**config.mk**
```make
export PLATFORM = sky130hd
export DESIGN_NAME = prog_loader
export DESIGN_NICKNAME = d
export VERILOG_FILES = /design/src/rtl/prog_loader_pkg.sv /design/src/rtl/prog_loader_ram.sv /design/src/rtl/prog_loader.sv
export SDC_FILE = /design/constraint.sdc
export NUM_CORES = 1
export LEC_CHECK = 0
export CAP_MARGIN = 20
export CORE_MARGIN = 2
export CORE_UTILIZATION = 30
export DETAILED_ROUTE_END_ITERATION = 6
export HOLD_SLACK_MARGIN = 0.12
export PLACE_DENSITY = 0.48
export SKIP_CTS_REPAIR_TIMING = 1
export SYNTH_ARGS = -nofsm -noshare
export SYNTH_HDL_FRONTEND = slang
export SYNTH_SLANG_ARGS = --single-unit
export TNS_END_PERCENT = 10
```
**constraint.sdc**
```tcl
create_clock -name clk_cpu -period 4 [get_ports clk_cpu]
set_input_delay 0.8 -clock clk_cpu [delete_from_list [all_inputs] [get_ports clk_cpu]]
set_output_delay 0.8 -clock clk_cpu [all_outputs]
set_load 0.02 [all_outputs]
```
**src/rtl/prog_loader_pkg.sv**
```systemverilog
// Shared constants and types for the program loader: state encoding,
// the NOP instruction fed to the CPU while it is held in reset, and the debug view.
package prog_loader_pkg;

  localparam int PROG_DEPTH = 16;
  localparam int PROG_AW    = 4;
  localparam logic [7:0] NOP_INST = 8'h00;

  typedef enum logic [1:0] {
    ST_IDLE = 2'd0,
    ST_LOAD = 2'd1,
    ST_HOLD = 2'd2,
    ST_RUN  = 2'd3
  } ldr_state_e;

  typedef struct packed {
    ldr_state_e         state;
    logic [PROG_AW-1:0] wr_ptr;
  } ldr_dbg_t;

endpackage

```
**src/rtl/prog_loader_ram.sv**
```systemverilog
// Instruction store: one synchronous write port and one asynchronous read port.
// There is no reset, so contents survive a block reset.
module prog_loader_ram #(
  parameter int DEPTH = 16,
  parameter int W     = 8
) (
  input  logic                     clk_i,
  input  logic                     we_i,
  input  logic [$clog2(DEPTH)-1:0] waddr_i,
  input  logic [W-1:0]             wdata_i,
  input  logic [$clog2(DEPTH)-1:0] raddr_i,
  output logic [W-1:0]             rdata_o
);

  logic [W-1:0] mem_q [DEPTH];

  always_ff @(posedge clk_i) begin
    if (we_i) mem_q[waddr_i] <= wdata_i;
  end

  assign rdata_o = mem_q[raddr_i];

endmodule

```
**src/rtl/prog_loader.sv**
```systemverilog
// Program memory plus byte-serial loader: holds the CPU in reset while a program
// is loaded, waits HOLD_CYCLES, then serves inst = mem[pc] combinationally.
module prog_loader
  import prog_loader_pkg::*;
#(
  parameter int DEPTH       = PROG_DEPTH,
  parameter int INST_W      = 8,
  parameter int HOLD_CYCLES = 5
) (
  input  logic                     clk_cpu,
  input  logic                     reset,
  input  logic [$clog2(DEPTH)-1:0] pc,
  output logic [INST_W-1:0]        inst,
  output logic                     cpu_reset,
  input  logic                     load_start,
  input  logic                     load_valid,
  input  logic [INST_W-1:0]        load_data,
  output logic                     load_ready,
  output logic                     load_done,
  output ldr_dbg_t                 dbg
);

  localparam int AW = $clog2(DEPTH);
  localparam int HW = (HOLD_CYCLES > 1) ? $clog2(HOLD_CYCLES) : 1;

  // Handshake: a byte transfers on a rising edge where load_valid && load_ready,
  // unless load_start is also high (restart wins and the byte is dropped).

  ldr_state_e          state_q;
  logic [AW-1:0]       wr_ptr_q;
  logic [AW-1:0]       wr_ptr_d;
  logic [HW-1:0]       hold_cnt_q;
  logic                cpu_reset_q;
  logic                load_ready_q;
  logic                load_done_q;
  logic                we;
  logic [INST_W-1:0]   ram_rdata;

  assign wr_ptr_d = wr_ptr_q + AW'(1);
  assign we       = reset && load_ready_q && load_valid && !load_start;

  always_ff @(posedge clk_cpu) begin
    if (!reset) begin
      state_q      <= ST_IDLE;
      wr_ptr_q     <= '0;
      hold_cnt_q   <= '0;
      cpu_reset_q  <= 1'b1;
      load_ready_q <= 1'b0;
      load_done_q  <= 1'b0;
    end else begin
      load_done_q <= 1'b0;
      if (load_start) begin
        state_q      <= ST_LOAD;
        wr_ptr_q     <= '0;
        cpu_reset_q  <= 1'b1;
        load_ready_q <= 1'b1;
      end else begin
        case (state_q)
          ST_LOAD: begin
            if (load_valid) begin
              wr_ptr_q <= wr_ptr_d;
              if (wr_ptr_q == AW'(DEPTH - 1)) begin
                state_q      <= ST_HOLD;
                hold_cnt_q   <= '0;
                load_ready_q <= 1'b0;
                load_done_q  <= 1'b1;
              end
            end
          end
          ST_HOLD: begin
            if (hold_cnt_q == HW'(HOLD_CYCLES - 1)) begin
              state_q     <= ST_RUN;
              cpu_reset_q <= 1'b0;
            end else begin
              hold_cnt_q <= hold_cnt_q + HW'(1);
            end
          end
          default: ;
        endcase
      end
    end
  end

  prog_loader_ram #(
    .DEPTH (DEPTH),
    .W     (INST_W)
  ) u_ram (
    .clk_i   (clk_cpu),
    .we_i    (we),
    .waddr_i (wr_ptr_q),
    .wdata_i (load_data),
    .raddr_i (pc),
    .rdata_o (ram_rdata)
  );

  assign inst       = (state_q == ST_RUN) ? ram_rdata : INST_W'(NOP_INST);
  assign cpu_reset  = cpu_reset_q;
  assign load_ready = load_ready_q;
  assign load_done  = load_done_q;

  assign dbg.state  = state_q;
  assign dbg.wr_ptr = PROG_AW'(wr_ptr_q);

endmodule

```
==> tab_implementation.tex, run 1 <==
\begin{tabular}{lr}
\hline
Metric & Value \\
\hline
\multicolumn{2}{l}{\textbf{Worst setup path}} \\
Total buffers and inverters traversed by the critical path & 3 \\
Startpoint types & input port \\
CP arrival & 3.10 ns \\
Ordered list of cells on the worst path & clkdlybuf4s50\_1, buf\_4, mux4\_2, a22o\_1, a221o\_1, clkdlybuf4s50\_1 \\
WP data required & 3.20 ns \\
Critical-path maximum fanout & 12 \\
Kind of end point of the critical path & primary output \\
Delay of the slowest cell on the worst path & 0.58 ns \\
Category of cells accounting for the largest share of critical-path delay & buffers and inverters \\
Type of the worst setup path & input port to primary output \\
Cell with the biggest individual delay on the critical path & clkdlybuf4s50\_1 \\
Cell occurring most often along the worst timing path & clkdlybuf4s50\_1 \\
\multicolumn{2}{l}{\textbf{Clock network}} \\
Later-pin clock latency in the skew report & 0.42 ns \\
TritonCTS Buffers & 17 \\
TritonCTS clock tree & yes \\
Number of buffers on the longest clock path & 2 \\
Clock root buffer & clkbuf\_16 \\
Clock-pin transition on the worst setup and hold timing paths & 0.05 ns \\
Clock net sink count & 140 \\
H-tree levels & 4 \\
\multicolumn{2}{l}{\textbf{Synthesis}} \\
Most common cell in the synthesized netlist & edfxtp\_1 \\
Share of async-settable or async-resettable flops after synthesis & 0 \\
Post-synthesis cell count & 308 \\
Sequential fraction of the synthesis area & 0.729 \\
Syn. warnings & 0 \\
\#FFs+latches synth & 140 \\
List of most frequent post-synthesis cells & edfxtp\_1 (128), nor2\_1 (27), mux4\_2 (26) \\
Synthesized Nets & 331 \\
Mean instance size in the synthesized netlist & 18.2 sq um \\
Total standard cell area after synthesis & 0.00561 sq mm \\
Unique cell type count in the Yosys netlist & 37 \\
Library cell with the largest summed area after synthesis & edfxtp\_1 \\
Flip-flop cell with the highest count after synthesis & edfxtp\_1 \\
Leading cell types by total area after synthesis & edfxtp\_1 (69\%), mux4\_2 (10\%), dfxtp\_1 (4.3\%), mux2i\_1 (2.9\%), nor2\_1 (1.8\%) \\
Post-synth EDFFs & 128 \\
Top-area cell type share of the netlist area & 0.686 \\
\multicolumn{2}{l}{\textbf{Die}} \\
Die Y-Extent & 141 um \\
Count of pins on the block boundary & 33 \\
Number of standard-cell rows in the floorplan & 49 \\
Core Region & 0.0181 sq mm \\
Die boundary width & 141 um \\
Starting Density & 0.309 \\
Overall die area & 0.0198 sq mm \\
\multicolumn{2}{l}{\textbf{Drt}} \\
Number of nets still failing antenna checks after routing & 0 \\
Via count & 2979 \\
Vias per cell & 4.84 \\
DR DRC count & 0 \\
Avg WL per Cell & 19.8 um \\
Number of iterations in the first detailed-routing pass & 4 \\
Final WL & 12200 um \\
Detailed router's first-iteration violation count & 230 \\
\multicolumn{2}{l}{\textbf{Layout}} \\
Final standard cell utilization of the core & 0.384 \\
Share of layout cells above drive strength 1 & 0.223 \\
Antenna Cells & 0 \\
Final Net Count & 396 \\
Area growth, synth to finish & 24.2\% \\
Final cell count without fillers & 615 \\
\multicolumn{2}{l}{\textbf{Placed design}} \\
Cell Count Post-Placement & 583 \\
Placer Congestion & 0.740 \\
Total of buffers placed on input and output ports & 32 \\
Half-perimeter wire length after placement & 8200 um \\
\multicolumn{2}{l}{\textbf{Global route}} \\
Antenna violations before repair & 0 \\
Total grt overflow & 0 \\
Global-route usage over all layers & 0.130 \\
Global-route wire length before repair & 18600 um \\
Vias in the first global route & 3052 \\
Pin count of the biggest net entering global routing & 29 \\
\multicolumn{2}{l}{\textbf{Power}} \\
Flop pwr share & 0.477 \\
Largest vdd supply drop & 0.276 mV \\
Clk pwr share & 0.487 \\
Int Pwr & 2.70 mW \\
Sw frac & 0.197 \\
Comb power frac & 0.037 \\
Total net switching power & 664 uW \\
Static leakage & 2.32 nW \\
Power per cell area & 483 mW/mm\^{}2 \\
\multicolumn{2}{l}{\textbf{STA}} \\
Shortest clock period the worst path allows after layout & 3.90 ns \\
Worst slew pin tran & 0.598 ns \\
Unrepaired setup endpoints after global routing & false \\
Headroom to the max-slew limit & 0.600 \\
Final setup violation count & 0 \\
Post-Route Setup TNS & 0 ns \\
Number of failing hold endpoints at the final stage & 0 \\
Achievable frequency & 0.256 GHz \\
Skew final & 0.00677 ns \\
Total count of max-transition violations in the final report & 0 \\
Period utilization & 0.976 \\
\multicolumn{2}{l}{\textbf{Min path}} \\
Worst hold-check path type & flip-flop to flip-flop \\
\multicolumn{2}{l}{\textbf{Job}} \\
Reported max-cap violation count & 0 \\
\multicolumn{2}{l}{\textbf{Run status}} \\
Run status & finished clean \\
\hline
\end{tabular}
## layout make-up
cell class                      count  area (sq um)
Sequential cell                   140          4080
Tap cell                          229           287
Inverter                            7          26.3
Multi-Input combinational cell    149          1420
Clock inverter                     14           194
Clock buffer                       18           429
Timing Repair Buffer               58           523
Fill cell                        1712         11200
## cell usage in the layout, fill, tap and decap left out, types with 2 or more instances in the layout
cell,instances
a21oi_1,5
mux2i_1,16
bufinv_16,4
clkdlybuf4s50_1,31
o22ai_1,2
clkbuf_16,17
clkinvlp_4,5
nor2_1,27
a221o_1,6
nand3_1,2
ha_1,7
inv_6,2
a22oi_1,6
and3_1,8
clkinv_2,2
nor3_1,6
inv_1,7
buf_4,25
nand2_1,9
a22o_1,6
mux4_2,26
nand2b_1,5
edfxtp_1,128
dfxtp_1,12
xor2_1,2
o21ai_0,3
## worst paths after layout
check | start | end | slack, ns | cells after the start
worst max-delay path | pc[1] | inst[2] | 0.1 | 6
worst max register to register | load_ready | u_ram.mem_q[10][2] | 2.30 | 5
worst min-delay path | cpu_reset | cpu_reset | 0.50 | 2
worst min register to register | cpu_reset | cpu_reset | 0.50 | 2
## worst register-to-register path, cell delays in order, from the launching register on
cell	delay, ns
dfxtp_1	0.36
nand2_1	0.06
nor2_1	0.22
nand2_1	0.16
nor2_1	0.36
buf_4	0.25
## sequential cells by signal, indices dropped and copies added (netlist names)
register	count
cpu_reset	1
hold_cnt_q	3
state_q	2
u_ram.mem_q	128
load_done	1
load_ready	1
wr_ptr_q	4
## logic make-up (layout without fill, tap and decap cells)
kind of cell    Yosys count  in the layout  share of synthesized area
buf+inv                  19             97                     0.0185
xor+xnor                  3              3                    0.00469
mux                      42             42                      0.133
simple gates             66             66                     0.0576
fa+ha+maj                 7              7                     0.0156
compound gates           31             31                     0.0420
flops                   140            140                      0.729
## metrics by stage
step	area [sq um]	hold WS, ns	worst slack, ns	power, mW
2_1_floorplan	5610	0.465	1.07	1.70
3_3_place_gp	6340	0.484	0.0516	1.76
3_5_place_dp	6340	0.495	0.0712	1.76
4_1_cts	6960	0.505	0.0656	3.40
5_1_grt	6960	0.535	0.0213	3.47
6_report	6960	0.498	0.0954	3.36
## metal layers
layer,share of wire,GRT usage,up-vias
met2,0.49,0.205,52
li1,-,-,1371
met5,0,0,-
met3,0.032,0.0377,12
met1,0.47,0.172,1544
met4,0.0093,0.0458,0
## power groups by stage
stage / Combinational, mW / Clock, mW / Sequential (mW)
global route: 0.134 / 1.74 / 1.60
finish: 0.123 / 1.64 / 1.60
global placement: 0.123 / 0 / 1.63
floorplan: 0.0627 / 0 / 1.63
CTS: 0.126 / 1.68 / 1.60
detailed placement: 0.125 / 0 / 1.63
(Power assumes the default switching activity.)
==> run 2: changes to the inputs <==
--- a/config.mk
+++ b/config.mk
@@ -5,12 +5,15 @@
 export SDC_FILE = /design/constraint.sdc
 export NUM_CORES = 1
 export LEC_CHECK = 0
+export ABC_AREA = 1
 export CAP_MARGIN = 20
+export CELL_PAD_IN_SITES_DETAIL_PLACEMENT = 1
+export CELL_PAD_IN_SITES_GLOBAL_PLACEMENT = 2
 export CORE_MARGIN = 2
 export CORE_UTILIZATION = 30
 export DETAILED_ROUTE_END_ITERATION = 6
 export HOLD_SLACK_MARGIN = 0.12
-export PLACE_DENSITY = 0.48
+export PLACE_DENSITY = 0.66
 export SKIP_CTS_REPAIR_TIMING = 1
 export SYNTH_ARGS = -nofsm -noshare
 export SYNTH_HDL_FRONTEND = slang
==> tab_implementation.tex, run 2 <==
\begin{tabular}{lr}
\hline
Metric & Value \\
\hline
\multicolumn{2}{l}{\textbf{Run status}} \\
Run status & finished clean \\
\multicolumn{2}{l}{\textbf{Worst setup path}} \\
Delay of the slowest cell on the worst path & 0.64 ns (+0.06 ns) \\
Critical-path maximum fanout & 32 (+20) \\
Worst reg2reg startpoint & wr\_ptr\_q[0] \\
Ordered list of cells on the worst path & clkdlybuf4s50\_1, inv\_2, buf\_12, nand3\_1, nand3\_1, nand3\_1, a21oi\_1, clkdlybuf4s50\_1 \\
Type of the worst setup path & input port to primary output \\
Kind of end point of the critical path & primary output \\
Count of cells along the worst register-to-register path & 3 (-2) \\
Cell occurring most often along the worst timing path & nand3\_1 \\
Startpoint types & input port \\
Capture instance of the worst register-to-register path & u\_ram.mem\_q[15][4] \\
CP arrival & 2.78 ns (-0.32 ns) \\
WP data required & 3.20 ns (about the same) \\
Cell with the biggest individual delay on the critical path & clkdlybuf4s50\_1 \\
Internal reg-to-reg setup slack & 2.16 ns (-0.14 ns) \\
Total buffers and inverters traversed by the critical path & 4 (+1) \\
Category of cells accounting for the largest share of critical-path delay & buffers and inverters \\
\multicolumn{2}{l}{\textbf{Clock network}} \\
Later-pin clock latency in the skew report & 0.43 ns (about the same) \\
H-tree levels & 4 (unchanged) \\
Clock root buffer & clkbuf\_16 \\
Number of buffers on the longest clock path & 2 (unchanged) \\
Clock net sink count & 140 (unchanged) \\
TritonCTS Buffers & 17 (unchanged) \\
Clock-pin transition on the worst setup and hold timing paths & 0.06 ns (about the same) \\
TritonCTS clock tree & yes \\
\multicolumn{2}{l}{\textbf{Layout}} \\
Number of filler cells placed in the layout & 2241 (+31\%) \\
Antenna Cells & 0 (unchanged) \\
Share of layout cells above drive strength 1 & 0.0788 (-0.144) \\
Most frequent standard cell in the layout excluding fill and tap cells & nand2\_1 \\
Highest-count cells in the layout ignoring fill and taps & nand2\_1 (220), edfxtp\_1 (128), nand3\_1 (83) \\
Total area of multi-input combinational cells & 0.00156 sq mm (+10\%) \\
Final Net Count & 684 (+73\%) \\
Flip-flop count of the largest register after layout & 128 (unchanged) \\
Sequential standard cell area & 0.00408 sq mm (unchanged) \\
Largest registers ranked by flip-flop count & u\_ram.mem\_q: 128 flops, wr\_ptr\_q: 4 flops, hold\_cnt\_q: 3 flops \\
Area growth, synth to finish & 21.9\% \\
Register ranked first by flip-flop count & u\_ram.mem\_q \\
\multicolumn{2}{l}{\textbf{Drt}} \\
Avg WL per Cell & 18.0 um (-9.2\%) \\
Vias per cell & 4.54 (-6.4\%) \\
Number of nets still failing antenna checks after routing & 0 (unchanged) \\
DR DRC count & 0 (unchanged) \\
Number of iterations in the first detailed-routing pass & 4 (unchanged) \\
Detailed router's first-iteration violation count & 238 (+3.5\%) \\
Via count & 4277 (+44\%) \\
Final WL & 17000 um (+39\%) \\
\multicolumn{2}{l}{\textbf{Synthesis}} \\
Top-area cell type share of the netlist area & 0.629 (-0.0570) \\
Main combinational cell family by area after synthesis & simple AND/OR/NAND/NOR gates \\
Multiplexer fraction of the synthesized cell area & 0 (-0.133) \\
Unique cell type count in the Yosys netlist & 16 (-57\%) \\
Synthesized Nets & 634 (+92\%) \\
Complex-gate fraction of the synthesized area & 0.0180 (-0.0240) \\
Mean instance size in the synthesized netlist & 10.0 sq um (-45\%) \\
Sequential fraction of the synthesis area & 0.668 (-0.0605) \\
Total standard cell area after synthesis & 0.00611 sq mm (+9.1\%) \\
Adder-cell share of the synthesized area & 0.0143 (-0.00130) \\
Syn. warnings & 0 (unchanged) \\
Post-synthesis cell count & 611 (+98\%) \\
Xor and xnor fraction of the mapped netlist area & 0 (-0.00469) \\
Leading cell types by total area after synthesis & edfxtp\_1 (63\%), nand2\_1 (14\%), nand3\_1 (6.8\%), inv\_1 (5.0\%), dfxtp\_1 (3.9\%) \\
Most common cell in the synthesized netlist & nand2\_1 \\
\#FFs+latches synth & 140 (unchanged) \\
Post-synth EDFFs & 128 (unchanged) \\
Share of async-settable or async-resettable flops after synthesis & 0 (unchanged) \\
Flip-flop cell with the highest count after synthesis & edfxtp\_1 \\
Library cell with the largest summed area after synthesis & edfxtp\_1 \\
List of most frequent post-synthesis cells & nand2\_1 (220), edfxtp\_1 (128), nand3\_1 (83) \\
Area fraction in and, or, nand and nor cells after synthesis & 0.223 (+0.165) \\
\multicolumn{2}{l}{\textbf{Die}} \\
Die Y-Extent & 147 um (+4.3\%) \\
Overall die area & 0.0215 sq mm (+8.8\%) \\
Core Region & 0.0201 sq mm (+11\%) \\
Number of standard-cell rows in the floorplan & 52 (+6.1\%) \\
Starting Density & 0.304 (-0.00480) \\
Count of pins on the block boundary & 33 (unchanged) \\
Die boundary width & 147 um (+4.3\%) \\
\multicolumn{2}{l}{\textbf{STA}} \\
Unrepaired setup endpoints after global routing & false \\
Number of failing hold endpoints at the final stage & 0 (unchanged) \\
Period utilization & 0.894 (-0.0820) \\
Worst slew pin tran & 0.837 ns (+0.240 ns) \\
Final setup violation count & 0 (unchanged) \\
Headroom to the max-slew limit & 0.440 (-0.161) \\
Total count of max-transition violations in the final report & 0 (unchanged) \\
Hold\_ws & 0.456 ns (-0.0427 ns) \\
Skew final & 0.00993 ns (+0.00316 ns) \\
Shortest clock period the worst path allows after layout & 3.58 ns (-0.328 ns) \\
Achievable frequency & 0.280 GHz (+9.2\%) \\
Post-Route Setup TNS & 0 ns (unchanged) \\
\multicolumn{2}{l}{\textbf{Power}} \\
Static leakage & 3.02 nW (+30\%) \\
Largest vdd supply drop & 0.300 mV (+8.6\%) \\
Power per cell area & 467 mW/mm\^{}2 (-3.3\%) \\
\multicolumn{2}{l}{\textbf{Placed design}} \\
Total of buffers placed on input and output ports & 32 (unchanged) \\
Half-perimeter wire length after placement & 11100 um (+36\%) \\
Placer Congestion & 0.805 (+8.8\%) \\
\multicolumn{2}{l}{\textbf{Min path}} \\
Hold Path Depth & 2 (unchanged) \\
Worst Hold End & cpu\_reset \\
Worst hold-check path type & flip-flop to flip-flop \\
HP Start & cpu\_reset \\
\multicolumn{2}{l}{\textbf{Global route}} \\
Global-route usage over all layers & 0.169 (+0.0394) \\
Total grt overflow & 0 (unchanged) \\
Antenna violations before repair & 0 (unchanged) \\
Vias in the first global route & 4646 (+52\%) \\
Global-route wire length before repair & 27100 um (+46\%) \\
Pin count of the biggest net entering global routing & 46 (+59\%) \\
\multicolumn{2}{l}{\textbf{Job}} \\
Reported max-cap violation count & 0 (unchanged) \\
\hline
\end{tabular}
-- run 2: cell types whose count changed in the layout (fill, tap and decap cells not counted), moves of 6 or more --
cell,delta
mux4_2,-26
mux2i_1,-16
and3_1,-8
nand2_1,+211
a221o_1,-6
inv_1,+75
a21oi_1,+12
a22o_1,-6
a22oi_1,-6
nand3_1,+81
-- run 2: worst max-delay path by stage --
stage / startpoint / to / depth (start not counted)
after floorplan: pc[1] / inst[4] / 7
after global placement: pc[1] / inst[3] / 7
after detailed placement: pc[2] / inst[7] / 6
after CTS: pc[1] / inst[3] / 7
after global routing: pc[1] / inst[4] / 8
final: pc[1] / inst[4] / 8
-- run 2: per-layer routing --
metal | share of wire | wire, um | track usage
met5 | 0 | 0 | 0
met1 | 0.47 | 7930 | 0.221
met3 | 0.033 | 556 | 0.0385
met4 | 0.011 | 180 | 0.0515
met2 | 0.49 | 8330 | 0.281
-- run 2: stage by stage --
stage | cells | total power, mW | cell area [sq um] | utilization | setup slack (ns)
2_1_floorplan | 611 | 1.73 | 6110 | - | 1.43
3_3_place_gp | 912 | 1.82 | 6820 | 0.339 | 0.417
3_5_place_dp | 912 | 1.82 | 6820 | 0.339 | 0.424
4_1_cts | 943 | 3.51 | 7450 | 0.371 | 0.406
5_1_grt | 943 | 3.59 | 7450 | 0.371 | 0.280
6_report | 943 | 3.48 | 7450 | 0.371 | 0.423
-- run 2: worst register-to-register path: cells and delay by family, from the launching register on --
family                   cells  cell delay (ns)
AND/OR/NAND/NOR              2             0.81
flip-flops                   1             0.45
adder cells (fa/ha/maj)      1             0.21
-- run 2: final cells by class --
class / count / share of cell area
Sequential cell: 140 / 0.548
Multi-Input combinational cell: 363 / 0.209
Timing Repair Buffer: 55 / 0.0705
Clock buffer: 17 / 0.0571
Tap cell: 270 / 0.0453
Inverter: 84 / 0.0423
Clock inverter: 14 / 0.0270
-- run 2: cell families after synthesis --
logic type      after synthesis
fa+ha+maj                     7
compound gates               22
flops                       140
simple gates                334
buf+inv                     108
-- run 2: report_power, final --
| part | total, mW | internal (mW) | leakage, nW | switching [mW] |
|---|---|---|---|---|
| logic | 0.183 | 0.0587 | 1.48 | 0.125 |
| clock network | 1.69 | 1.09 | 0.295 | 0.602 |
| registers | 1.60 | 1.60 | 1.25 | 0.00360 |
| total | 3.48 | 2.75 | 3.02 | 0.730 |
==> run 3: changes to the inputs <==
--- a/config.mk
+++ b/config.mk
@@ -12,6 +12,7 @@
 export CORE_MARGIN = 2
 export CORE_UTILIZATION = 30
 export DETAILED_ROUTE_END_ITERATION = 6
+export GPL_TIMING_DRIVEN = 1
 export HOLD_SLACK_MARGIN = 0.12
 export PLACE_DENSITY = 0.66
 export SKIP_CTS_REPAIR_TIMING = 1
==> results of run 3 <==
Same layout as run 2: the final DEF is identical, and so are final timing and power.
==> RTL change 1 (flow settings as in run 3) <==
Reset style: asynchronous (`reset`), changed in one clocked block.
--- a/src/rtl/prog_loader.sv
+++ b/src/rtl/prog_loader.sv
@@ -40,5 +40,5 @@
   assign we       = reset && load_ready_q && load_valid && !load_start;
 
-  always_ff @(posedge clk_cpu) begin
+  always_ff @(posedge clk_cpu or negedge reset) begin
     if (!reset) begin
       state_q      <= ST_IDLE;
Formal check against the unedited RTL: differs if reset is asserted again (counterexample within 4 cycles, from zero or initial values and one cycle with reset low); with reset held inactive, the same outputs for 10 cycles.
==> RTL change 1 against run 3 <==
Sequential cell count unchanged; critical path depth decreased by 1; hold slack improved by 0.0094 ns; sequential share of layout area decreased by 0.23 points; wire length decreased by 4.8%; register-to-register slack got worse by 0.23 ns; area after synthesis increased by 2.1%; design area increased by 1.9%; worst setup slack got worse by 0.078 ns; critical path type unchanged.
Power is not compared: it rests on default switching activity, and its combinational part moved more than twofold at a synthesized area within 25%.
==> RTL change 1: results (changes against run 3) <==
- GRT Total Usage: 15.9% (-1.1 points)
- Reg2Reg Setup Slack: 1.93 ns (-0.23 ns)
- Hold path startpoint: cpu_reset
- Setup Skew: 0.00856 ns (-0.00137 ns)
- Largest net degree at the start of global routing: 65 (+41%)
- Routed wire length: 16200 um (-4.8%)
- Placed cell area: 6900 um2 (+1.2%)
- Wire per inst: 17.3 um (-4.0%)
- GRT met2 Usage: 25.3% (-2.9 points)
- Syn Area/Cell: 10.3 um2 (+3.0%)
- Layout cells sized above 1: 8.87% (+1.0 points)
- Fillers: 2274 (+1.5%)
- Placed cells: 903 (-0.99%)
- Hold WS: 0.465 ns (+0.00939 ns)
- Met3 WL: 714 um (+28%)
- DR iter-0 viols: 219 (-8.0%)
- Yosys cell types: 27 (+11)
- Number of global-route vias before repair: 4512 (-2.9%)
- Post-synth top cells: nand2_1 (208), edfxtp_1 (128), nand3_1 (86)
- Hpwl dp: 10700 um (-3.8%)
- FF-to-FF path depth: 4 (+1)
- Status: finished clean
- RD Place Congestion: 0.748 (-7.1%)
- Reg2reg end: u_ram.mem_q[4][7]
- First-pass GRT wire length: 26100 um (-3.7%)
==> RTL change 1: cell count changes after synthesis, moves of 4 or more <==
| cell | change |
|---|---|
| dfxtp_1 | -12 |
| dfrtp_1 | +11 |
| a21oi_1 | -6 |
| ha_1 | +4 |
| nand2_1 | -12 |
| nor2_1 | -10 |
==> RTL change 1: final cells by class <==
type / count / area share (%)
clock buffers: 20 / 5.88
clock inverters: 12 / 3.21
inverters: 83 / 4.10
multi-input cells: 359 / 21.4
flip-flops and latches: 140 / 54.6
well taps: 270 / 4.45
repair buffers: 51 / 6.36
==> RTL change 1: worst max-delay path, delay by kind of cell <==
kind / cells / cell delay [ns]
AO/OA/AOI/OAI: 1 / 0.23
AND/OR/NAND/NOR: 3 / 0.32
buffers and inverters: 3 / 1.49
==> RTL change 1: stage by stage <==
step                      total power [W]  utilization, %  setup slack, ns
final                             0.00407            37.4            0.345
after CTS                         0.00412            37.4            0.308
after global routing              0.00425            37.4            0.216
after global placement            0.00225            34.0            0.315
after floorplan                   0.00203               -             1.44
after detailed placement          0.00227            34.0            0.318
==> RTL change 1: power groups by stage <==
| stage | logic [W] | clock network [W] | registers, W |
|---|---|---|---|
| after global routing | 0.000606 | 0.00194 | 0.00170 |
| after CTS | 0.000546 | 0.00188 | 0.00170 |
| final | 0.000536 | 0.00184 | 0.00169 |
| after global placement | 0.000532 | 0 | 0.00172 |
| after floorplan | 0.000295 | 0 | 0.00174 |
| after detailed placement | 0.000542 | 0 | 0.00173 |
==> RTL change 1: cell families after synthesis <==
logic type / share of synthesized area, %
adder cells (fa/ha/maj): 2.20
buffers and inverters: 7.59
flip-flops: 66.4
AO/OA/AOI/OAI: 2.16
AND/OR/NAND/NOR: 21.7
==> RTL change 2 (settings of run 3) <==
Without the edit above. `PROG_DEPTH`: 16 -> 32.
--- a/src/rtl/prog_loader_pkg.sv
+++ b/src/rtl/prog_loader_pkg.sv
@@ -3,5 +3,5 @@
 package prog_loader_pkg;
 
-  localparam int PROG_DEPTH = 16;
+  localparam int PROG_DEPTH = 32;
   localparam int PROG_AW    = 4;
   localparam logic [7:0] NOP_INST = 8'h00;
Interface: changed (resized pc); port bits go from 33 to 34. No check against the original RTL was run, so the function may have changed too.
==> RTL change 2 against run 3 <==
Critical path depth up 2; area after synthesis up 84%; sequential share of layout area up 4.8 points; clock power up 69%; design area up 79%; wire length up 88%; sequential cell count up 129; maximum frequency down 5.3%; total power up 81%; worst setup slack worse by 0.20 ns.
==> RTL change 2: results (changes against run 3) <==
- Hpwl dp: 19700 um (+77%)
- Peak fanout along the critical path: 36 (+13%)
- Initial antenna violation count: 0 (unchanged)
- Top cells by area, synth: edfxtp_1 (69%), nand2_1 (11%), nand3_1 (8.2%)
- Regs by FF count: u_ram.mem_q x256, wr_ptr_q x5, hold_cnt_q x3
- Number of global-route vias before repair: 7654 (+65%)
- Reg2reg end: hold_cnt_q[0]
- Largest net degree at the start of global routing: 51 (+11%)
- DR vias: 7495 (+75%)
- Layout cells sized above 1: 9.98% (+2.1 points)
- Max clock buf depth: 3 (+1)
- Port Buffers: 33 (+3.1%)
- H-Tree Depth: 1 (-3)
- Pre-antenna DRT Iters: 5 (+1)
- DR iter-0 viols: 500 (+110%)
- Number of synthesized flops with an enable pin: 256 (+100%)
- Routed wire length: 32000 um (+88%)
- GRT Total Usage: 16.7% (-0.24 points)
- Worst endpoint data arrival time: 2.98 ns (+0.20 ns)
- Post-synthesis sequential area ratio: 70.8% (+4.0 points)
- Nets: 1093 (+60%)
- P_leak: 4.83 nW (+60%)
- RD Place Congestion: 0.742 (-7.8%)
- Status: finished clean
- Pre-CTS setup slack: 0.143 ns (-0.281 ns)
- Max IR drop VDD: 0.000368 V (+23%)
- Mapped Nets: 1022 (+61%)
- Worst skew pair latency: 0.55 ns (+0.12 ns)
- FF-to-FF path depth: 8 (+5)
- Yosys cell types: 23 (+7)
- First-pass GRT wire length: 48500 um (+79%)
- FF-to-FF Start: wr_ptr_q[2]
- Reg2Reg Setup Slack: 2.14 ns (-0.02 ns)
- Post-synth top cells: nand2_1 (330), edfxtp_1 (256), nand3_1 (184)
- Crit-path max cell delay: 0.66 ns (+0.02 ns)
- Slew margin rel.: 60.5% (+16 points)
-- RTL change 2: changes by cell type after synthesis, sizes merged, moves of 25 or more --
cell,before,now
buf,22,47
edfxtp,128,256
inv,84,20
nand2,220,330
nand3,83,185
nor2,28,86
-- RTL change 2: per-stage QoR --
| stage | cell area, um2 | hold WS, ns | total power [W] | cells |
|---|---|---|---|---|
| 6_report | 13300 | 0.458 | 0.00630 | 1560 |
| 5_1_grt | 13300 | 0.472 | 0.00651 | 1560 |
| 4_1_cts | 13300 | 0.460 | 0.00637 | 1560 |
| 3_5_place_dp | 12300 | 0.446 | 0.00352 | 1504 |
| 3_3_place_gp | 12300 | 0.442 | 0.00352 | 1504 |
| 2_1_floorplan | 11200 | 0.456 | 0.00335 | 998 |
-- RTL change 2: layout make-up --
class | count | area, um2
Multi-Input combinational cell | 651 | 2820
Sequential cell | 269 | 7950
Timing Repair Buffer | 94 | 885
Clock buffer | 36 | 795
Tap cell | 468 | 586
Inverter | 22 | 85.1
Clock inverter | 20 | 219
Fill cell | 3979 | 23400
-- RTL change 2: critical path: cells and delay by family --
kind                   cells  cell delay, ns
AND/OR/NAND/NOR            6            0.68
buffers and inverters      4            1.44
-- RTL change 2: report_power, final --
| group | internal [W] | switching [W] | total (W) | leakage (nW) |
|---|---|---|---|---|
| registers | 0.00308 | 0.00000408 | 0.00309 | 2.41 |
| clock network | 0.00173 | 0.00112 | 0.00285 | 0.499 |
| logic | 0.000107 | 0.000259 | 0.000367 | 1.92 |
| total | 0.00492 | 0.00138 | 0.00630 | 4.83 |
-- RTL change 2: routing by layer --
metal / track usage (%) / up-vias / wire length [um]
li1: - / 3584 / -
met4: 3.87 / 0 / 698
met2: 26.5 / 128 / 14600
met1: 24.3 / 3740 / 15600
met3: 2.07 / 43 / 1140
met5: 0 / - / 0
-- RTL change 2: cells by family (layout without fill, tap and decap cells) --
group / count (synthesis) / after routing / share of synthesized area (%)
AO/OA/AOI/OAI: 37 / 37 / 1.71
XOR/XNOR: 1 / 1 / 0.0781
adder cells (fa/ha/maj): 7 / 7 / 0.781
buffers and inverters: 78 / 172 / 4.05
flip-flops: 269 / 269 / 70.8
AND/OR/NAND/NOR: 606 / 606 / 22.5
-- RTL change 2: worst max path at each step --
| stage | slack [ns] | depth (start not counted) | end | startpoint |
|---|---|---|---|---|
| floorplan | 1.32 | 10 | inst[0] | pc[1] |
| detailed placement | 0.14 | 9 | inst[2] | pc[2] |
| CTS | 0.13 | 9 | inst[2] | pc[2] |
| global route | 0.05 | 10 | inst[2] | pc[2] |
| finish | 0.22 | 10 | inst[2] | pc[2] |
| global placement | 0.13 | 9 | inst[1] | pc[2] |
